<file path="src/rtl/cpu_bus_ctrl_pkg.sv">
// cpu_bus_ctrl_pkg: shared state encoding, I/O register map and status layout for cpu_bus_ctrl.
package cpu_bus_ctrl_pkg;
    typedef enum logic [1:0] {
        ST_IDLE,
        ST_IO,
        ST_MEM_REQ
    } state_t;
    localparam logic [3:0] REG_CYCLES     = 4'd8;
    localparam logic [3:0] REG_STATUS     = 4'd9;
    localparam logic [3:0] REG_STATUS_CLR = 4'd10;
    localparam logic [31:0] DEAD_BEEF     = 32'hDEAD_BEEF;
    localparam int STAT_OVERRUN   = 0;
    localparam int STAT_TIMEOUT   = 1;
    localparam int STAT_COUNT_LSB = 16;
endpackage

</file>
<file path="src/rtl/cpu_bus_ioregs.sv">
// cpu_bus_ioregs: scratch registers, free-running cycle counter and sticky status behind a single-cycle port.
module cpu_bus_ioregs
#(
    parameter int DATA_W = 32
) (
    input  logic              clk,
    input  logic              rst,
    input  logic              access,
    input  logic              we,
    input  logic [3:0]        idx,
    input  logic [DATA_W-1:0] wdata,
    input  logic              overrun,
    input  logic              timeout,
    input  logic              done,
    output logic [DATA_W-1:0] rdata
);
    import cpu_bus_ctrl_pkg::*;

    logic [DATA_W-1:0] scratch [8];
    logic [DATA_W-1:0] cycles;
    logic [1:0]        sticky;
    logic [15:0]       txn_count;
    logic [31:0]       status_word;
    logic              wr;
    logic              clr;

    assign wr  = access && we;
    assign clr = wr && idx == REG_STATUS_CLR;

    always_comb begin
        status_word = '0;
        status_word[STAT_OVERRUN] = sticky[0];
        status_word[STAT_TIMEOUT] = sticky[1];
        status_word[STAT_COUNT_LSB +: 16] = txn_count;
    end

    // Counter, sticky flags (a same-cycle set beats a clear) and scratch writes.
    always_ff @(posedge clk) begin
        if (rst) begin
            for (int i = 0; i < 8; i++) scratch[i] <= '0;
            cycles    <= '0;
            sticky    <= '0;
            txn_count <= '0;
        end else begin
            cycles    <= cycles + DATA_W'(1);
            txn_count <= txn_count + 16'(done);
            sticky[0] <= overrun | (sticky[0] & ~(clr & wdata[0]));
            sticky[1] <= timeout | (sticky[1] & ~(clr & wdata[1]));
            if (wr && !idx[3]) scratch[idx[2:0]] <= wdata;
        end
    end

    // Read mux sees register values from before this cycle's update.
    always_comb begin
        rdata = !idx[3]              ? scratch[idx[2:0]] :
                idx == REG_CYCLES    ? cycles :
                idx == REG_STATUS    ? DATA_W'(status_word) : '0;
    end
endmodule

</file>
<file path="src/rtl/cpu_bus_ctrl.sv">
// cpu_bus_ctrl: CPU bus target decoding to an I/O register window or a req/ack memory port; CPU_BUS_CTRL_TIMEOUT_EN adds an ack timeout.
module cpu_bus_ctrl
#(
    parameter int                ADDR_W         = 32,
    parameter int                DATA_W         = 32,
    parameter logic [ADDR_W-1:0] IO_BASE        = 32'hFFFF_0000,
    parameter int                TIMEOUT_CYCLES = 255
) (
    input  logic              i_cpu_clk,
    input  logic              i_rst,
    input  logic              i_bus_clk,
    input  logic              i_bus_we,
    input  logic [ADDR_W-1:0] i_bus_addr,
    input  logic [DATA_W-1:0] i_bus_data,
    output logic [DATA_W-1:0] o_bus_data,
    output logic              o_bus_data_ready,
    output logic              o_mem_req,
    output logic              o_mem_we,
    output logic [ADDR_W-1:0] o_mem_addr,
    output logic [DATA_W-1:0] o_mem_wdata,
    input  logic              i_mem_ack,
    input  logic [DATA_W-1:0] i_mem_rdata
);
    import cpu_bus_ctrl_pkg::*;

`ifdef CPU_BUS_CTRL_TIMEOUT_EN
    localparam logic TIMEOUT_EN = 1'b1;
`else
    localparam logic TIMEOUT_EN = 1'b0;
`endif
    localparam logic [15:0] WAIT_LAST = 16'(TIMEOUT_CYCLES - 1);

    state_t            state;
    logic              strobe_q;
    logic              lat_we;
    logic [ADDR_W-1:0] lat_addr;
    logic [DATA_W-1:0] lat_data;
    logic [15:0]       wait_cnt;
    logic              strobe_edge;
    logic              start;
    logic              overrun;
    logic              timeout_hit;
    logic [DATA_W-1:0] io_rdata;

    assign strobe_edge = i_bus_clk && !strobe_q;
    assign start       = strobe_edge && state == ST_IDLE && !o_bus_data_ready;
    assign overrun     = strobe_edge && !start;
    assign timeout_hit = TIMEOUT_EN && state == ST_MEM_REQ && o_mem_req && !i_mem_ack && wait_cnt == WAIT_LAST;

    // Strobe edge detection, request latching and the IO / MEM_REQ sequencing with registered outputs.
    always_ff @(posedge i_cpu_clk) begin
        if (i_rst) begin
            state            <= ST_IDLE;
            strobe_q         <= 1'b0;
            lat_we           <= 1'b0;
            lat_addr         <= '0;
            lat_data         <= '0;
            wait_cnt         <= '0;
            o_bus_data       <= '0;
            o_bus_data_ready <= 1'b0;
            o_mem_req        <= 1'b0;
            o_mem_we         <= 1'b0;
            o_mem_addr       <= '0;
            o_mem_wdata      <= '0;
        end else begin
            strobe_q         <= i_bus_clk;
            o_bus_data_ready <= 1'b0;
            case (state)
                ST_IDLE: begin
                    if (start) begin
                        lat_we   <= i_bus_we;
                        lat_addr <= i_bus_addr;
                        lat_data <= i_bus_data;
                        state    <= i_bus_addr[ADDR_W-1:6] == IO_BASE[ADDR_W-1:6] ? ST_IO : ST_MEM_REQ;
                    end
                end
                ST_IO: begin
                    o_bus_data_ready <= 1'b1;
                    o_bus_data       <= lat_we ? '0 : io_rdata;
                    state            <= ST_IDLE;
                end
                ST_MEM_REQ: begin
                    if (!o_mem_req) begin
                        o_mem_req   <= 1'b1;
                        o_mem_we    <= lat_we;
                        o_mem_addr  <= lat_addr;
                        o_mem_wdata <= lat_data;
                        wait_cnt    <= '0;
                    end else if (i_mem_ack) begin
                        o_mem_req        <= 1'b0;
                        o_bus_data_ready <= 1'b1;
                        o_bus_data       <= lat_we ? '0 : i_mem_rdata;
                        state            <= ST_IDLE;
                    end else if (timeout_hit) begin
                        o_mem_req        <= 1'b0;
                        o_bus_data_ready <= 1'b1;
                        o_bus_data       <= DATA_W'(DEAD_BEEF);
                        state            <= ST_IDLE;
                    end else begin
                        wait_cnt <= wait_cnt + 16'd1;
                    end
                end
                default: state <= ST_IDLE;
            endcase
        end
    end

    cpu_bus_ioregs #(.DATA_W(DATA_W)) u_ioregs (
        .clk     (i_cpu_clk),
        .rst     (i_rst),
        .access  (state == ST_IO),
        .we      (lat_we),
        .idx     (lat_addr[5:2]),
        .wdata   (lat_data),
        .overrun (overrun),
        .timeout (timeout_hit),
        .done    (o_bus_data_ready),
        .rdata   (io_rdata)
    );
endmodule
</file>
<file path="config.mk">
export PLATFORM = sky130hd
export DESIGN_NAME = cpu_bus_ctrl
export DESIGN_NICKNAME = d
export VERILOG_FILES = /design/src/rtl/cpu_bus_ctrl_pkg.sv /design/src/rtl/cpu_bus_ioregs.sv /design/src/rtl/cpu_bus_ctrl.sv
export SDC_FILE = /design/constraint.sdc
export NUM_CORES = 1
export LEC_CHECK = 0
export ABC_AREA = 1
export CORE_ASPECT_RATIO = 0.9
export CORE_MARGIN = 1
export CORE_UTILIZATION = 57
export CTS_CLUSTER_DIAMETER = 50
export CTS_CLUSTER_SIZE = 40
export DETAILED_ROUTE_END_ITERATION = 10
export GPL_TIMING_DRIVEN = 0
export PLACE_DENSITY = 0.91
export SYNTH_ARGS = -nofsm -noshare
export SYNTH_HDL_FRONTEND = slang
export SYNTH_SLANG_ARGS = --single-unit
</file>
<file path="constraint.sdc">
create_clock -name i_cpu_clk -period 2.87 [get_ports i_cpu_clk]
set_input_delay 0.287 -clock i_cpu_clk [delete_from_list [all_inputs] [get_ports i_cpu_clk]]
set_output_delay 0.287 -clock i_cpu_clk [all_outputs]
set_load 0.05 [all_outputs]
</file>
==> metrics.cfg <==
[finish]
final_nets=2870
layout-drive-gt1-share_pct=4.84
antenna_cells=0
stdcell_count=3261
n_fill_cell=2613
design_area_sq_um=24700
area_growth_pct=18.9

[clock_tree]
root_buffer=clkbuf_16
cts_tree=built
path_clk_slew_ns=0.08
cts_buffer_depth=3
cts_buffers=37
clk_latency_ns=0.58
htreeDepth=2
post-cts-setup-buffer-count=0
cts.sink_count=476

[detailed_routing]
final_antenna_net_count=0
post-route-drc-count=0
routed_wl_microns=65800
wire_per_inst_microns=20.2
vias=19200
viasPerCell=5.88
drt_pass1_iterations=9
drtIter0Drc=3068

[floorplanning]
rows=65
dieArea_sq_um=37200
pin_count=200
core_sq_um=35500
initial_utilization_pct=58.6
die_h_microns=183
dieWidth_microns=203

[global_route]
grt_usage_pct=35.0
antenna_found_initial=0
grt_pass1_wl_microns=99600
grt_pass1_vias=18200
overflow=0
grt_max_degree=33

[yosys]
synthArstFlopShare_pct=0
synth.area.top_cells=edfxtp_1, dfxtp_1, nand2_1, nor2_1, nand3_1
synth_cell_types=27
synth_common_cells=nand2_1, nor2_1, edfxtp_1
synth_seq_cells=476
synth_largest_area_cell=edfxtp_1
syn_nets=2633
seq_area_frac_synth_pct=58.2
synthCells=2526
synth_top_area_share_pct=37.0
yosys.cell_count.top_type=nand2_1
netlist_area_sq_um=20800
yosys_warnings=0
synth_area_per_cell_sq_um=8.22
synth-edff-count=256
ys.flop_type=edfxtp_1

[pwr]
switching_share_pct=29.9
sequentialPowerShare_pct=49.0
vdd_drop_max_uv=415
p_leak_nw=9.55
internal-power_w=0.0109
powerDensity_nw_per_um2=629
p_comb_share_pct=15.6
p_sw_w=0.00464
clockPowerShare_pct=35.4

[worst_setup_path]
setup.worst_path.start_class=primary input
critPathMostFrequentCell=clkbuf_1
crit_chain=clkbuf_1 > inv_1 > clkbuf_1 > clkbuf_1 > nand2_4
worstPathArrival_ns=2.93
cp_top_family=buffers and inverters
critPathKind=primary input to flip-flop
cp-end-kind=flip-flop
crit_required_ns=2.98
worst_path_max_delay_cell=clkbuf_1
path_buf_inv=4
critPathMaxFanout=32
slowest_delay_ns=1.10

[worst_hold_path]
hp-class=primary input to flip-flop

[flow_run]
cap_violations=0

[place]
numPortBuffers=198
dp_hpwl_microns=46200
place_inst=3193
place.gp.congestion=0.969
placed_area_sq_um=23400

[outcome]
status=complete, no violations

[sta]
max_freq_mhz=355
finalCriticalPeriod_ns=2.82
final-setup-viol-count=0
finalCritPeriodShare_pct=98.3
clock_skew_ns=0.0434
finalHoldViolCount=0
max_slew.worst_pin.slew_ns=1.43
slew_headroom_pct=4.48
rsz0062_at_grt=yes
maxSlewViolCount=0

## flip-flops by register name, summed over array words and instances (netlist names), 2 cells and up, named ones only
name / count
u_ioregs.cycles: 32
o_mem_addr: 32
u_ioregs.txn_count: 16
lat_data: 32
lat_addr: 32
u_ioregs.sticky: 2
state: 2
o_bus_data: 32
o_mem_wdata: 32
u_ioregs.scratch: 256
## worst register-to-register path, stage by stage (launching register included)
cell and delay [ns]:
dfxtp_1 0.34, inv_1 0.08, ha_1 0.23, nand2_1 0.08
nor3_1 0.23, inv_2 0.08, nor2_2 0.18, nand2_1 0.23
clkbuf_1 0.36, nand2_4 0.57
## stage by stage
| step | utilization, % | hold WS [ns] | setup TNS (ns) | worst slack (ns) | power (W) |
|---|---|---|---|---|---|
| detailed placement | 65.9 | 0.453 | -16.29 | -0.146 | 0.0101 |
| CTS | 69.6 | 0.269 | 0 | 0.0210 | 0.0154 |
| global placement | 65.8 | 0.441 | -109.44 | -0.540 | 0.0100 |
| floorplan | - | 0.412 | 0 | 0.431 | 0.00911 |
| global route | 69.7 | 0.312 | -0.572 | -0.0273 | 0.0159 |
| finish | 69.7 | 0.267 | 0 | 0.0501 | 0.0155 |
## final cells by class
class / count / area (sq um) / area share [%]
Buffer: 155 / 656 / 2.65
Clock buffer: 47 / 1020 / 4.11
Clock inverter: 21 / 256 / 1.04
Inverter: 213 / 800 / 3.24
Multi-Input combinational cell: 1682 / 7310 / 29.6
Sequential cell: 476 / 12100 / 49.0
Tap cell: 469 / 587 / 2.38
Timing Repair Buffer: 198 / 1980 / 8.02
## path summary, 6_finish.rpt
kind | from | to | slack, ns | depth (start not counted)
min | i_bus_clk | strobe_q | 0.27 | 3
max | i_rst | u_ioregs.scratch[7][5] | 0.05 | 5
max reg2reg | state[1] | u_ioregs.scratch[7][5] | 0.07 | 9
min reg2reg | u_ioregs.cycles[29] | u_ioregs.cycles[29] | 0.46 | 2
## per-layer routing
layer	part of all wire (%)	up-vias	track usage (%)
met1	37	8866	46.1
li1	-	8681	-
met3	12	235	7.00
met2	45	1406	55.3
met4	5.0	0	17.0
met5	0	-	0
## power by group through the flow
stage	Sequential [W]	Clock, W	Combinational [W]
2_1_floorplan	0.00806	0	0.00105
3_3_place_gp	0.00775	0	0.00225
3_5_place_dp	0.00777	0	0.00231
4_1_cts	0.00761	0.00545	0.00234
5_1_grt	0.00765	0.00572	0.00255
6_report	0.00762	0.00550	0.00242
## cell families after synthesis
logic type	share of synthesized area (%)
compound gates	8.06
xor+xnor	0.253
fa+ha+maj	0.361
buf+inv	6.99
flops	58.2
simple gates	26.1
## placed cells by master, fill, tap and decap left out, types with 2 or more instances in the layout
master / count
clkbuf_1: 94
nor3_1: 17
o21ai_1: 16
nand3b_1: 4
clkbuf_16: 39
nand2_8: 3
nand3_1: 255
inv_6: 8
or2_0: 3
nand2_4: 5
o21ai_0: 146
inv_16: 2
buf_2: 48
nor2_1: 487
clkdlybuf4s50_1: 198
a21oi_1: 171
dfxtp_1: 220
nor2_2: 2
inv_2: 11
xor2_1: 5
inv_8: 3
buf_1: 15
inv_1: 164
clkbuf_2: 2
ha_1: 6
buf_4: 3
nand4_1: 10
nand2_1: 547
clkinv_1: 40
edfxtp_1: 256
## what timing repair did
action	CTS	global route
gates resized for setup	7	8
hold buffers	0	0
pin swaps	0	1
setup endpoints to repair	224	136
Note: power is estimated with default switching activity, not from simulation.
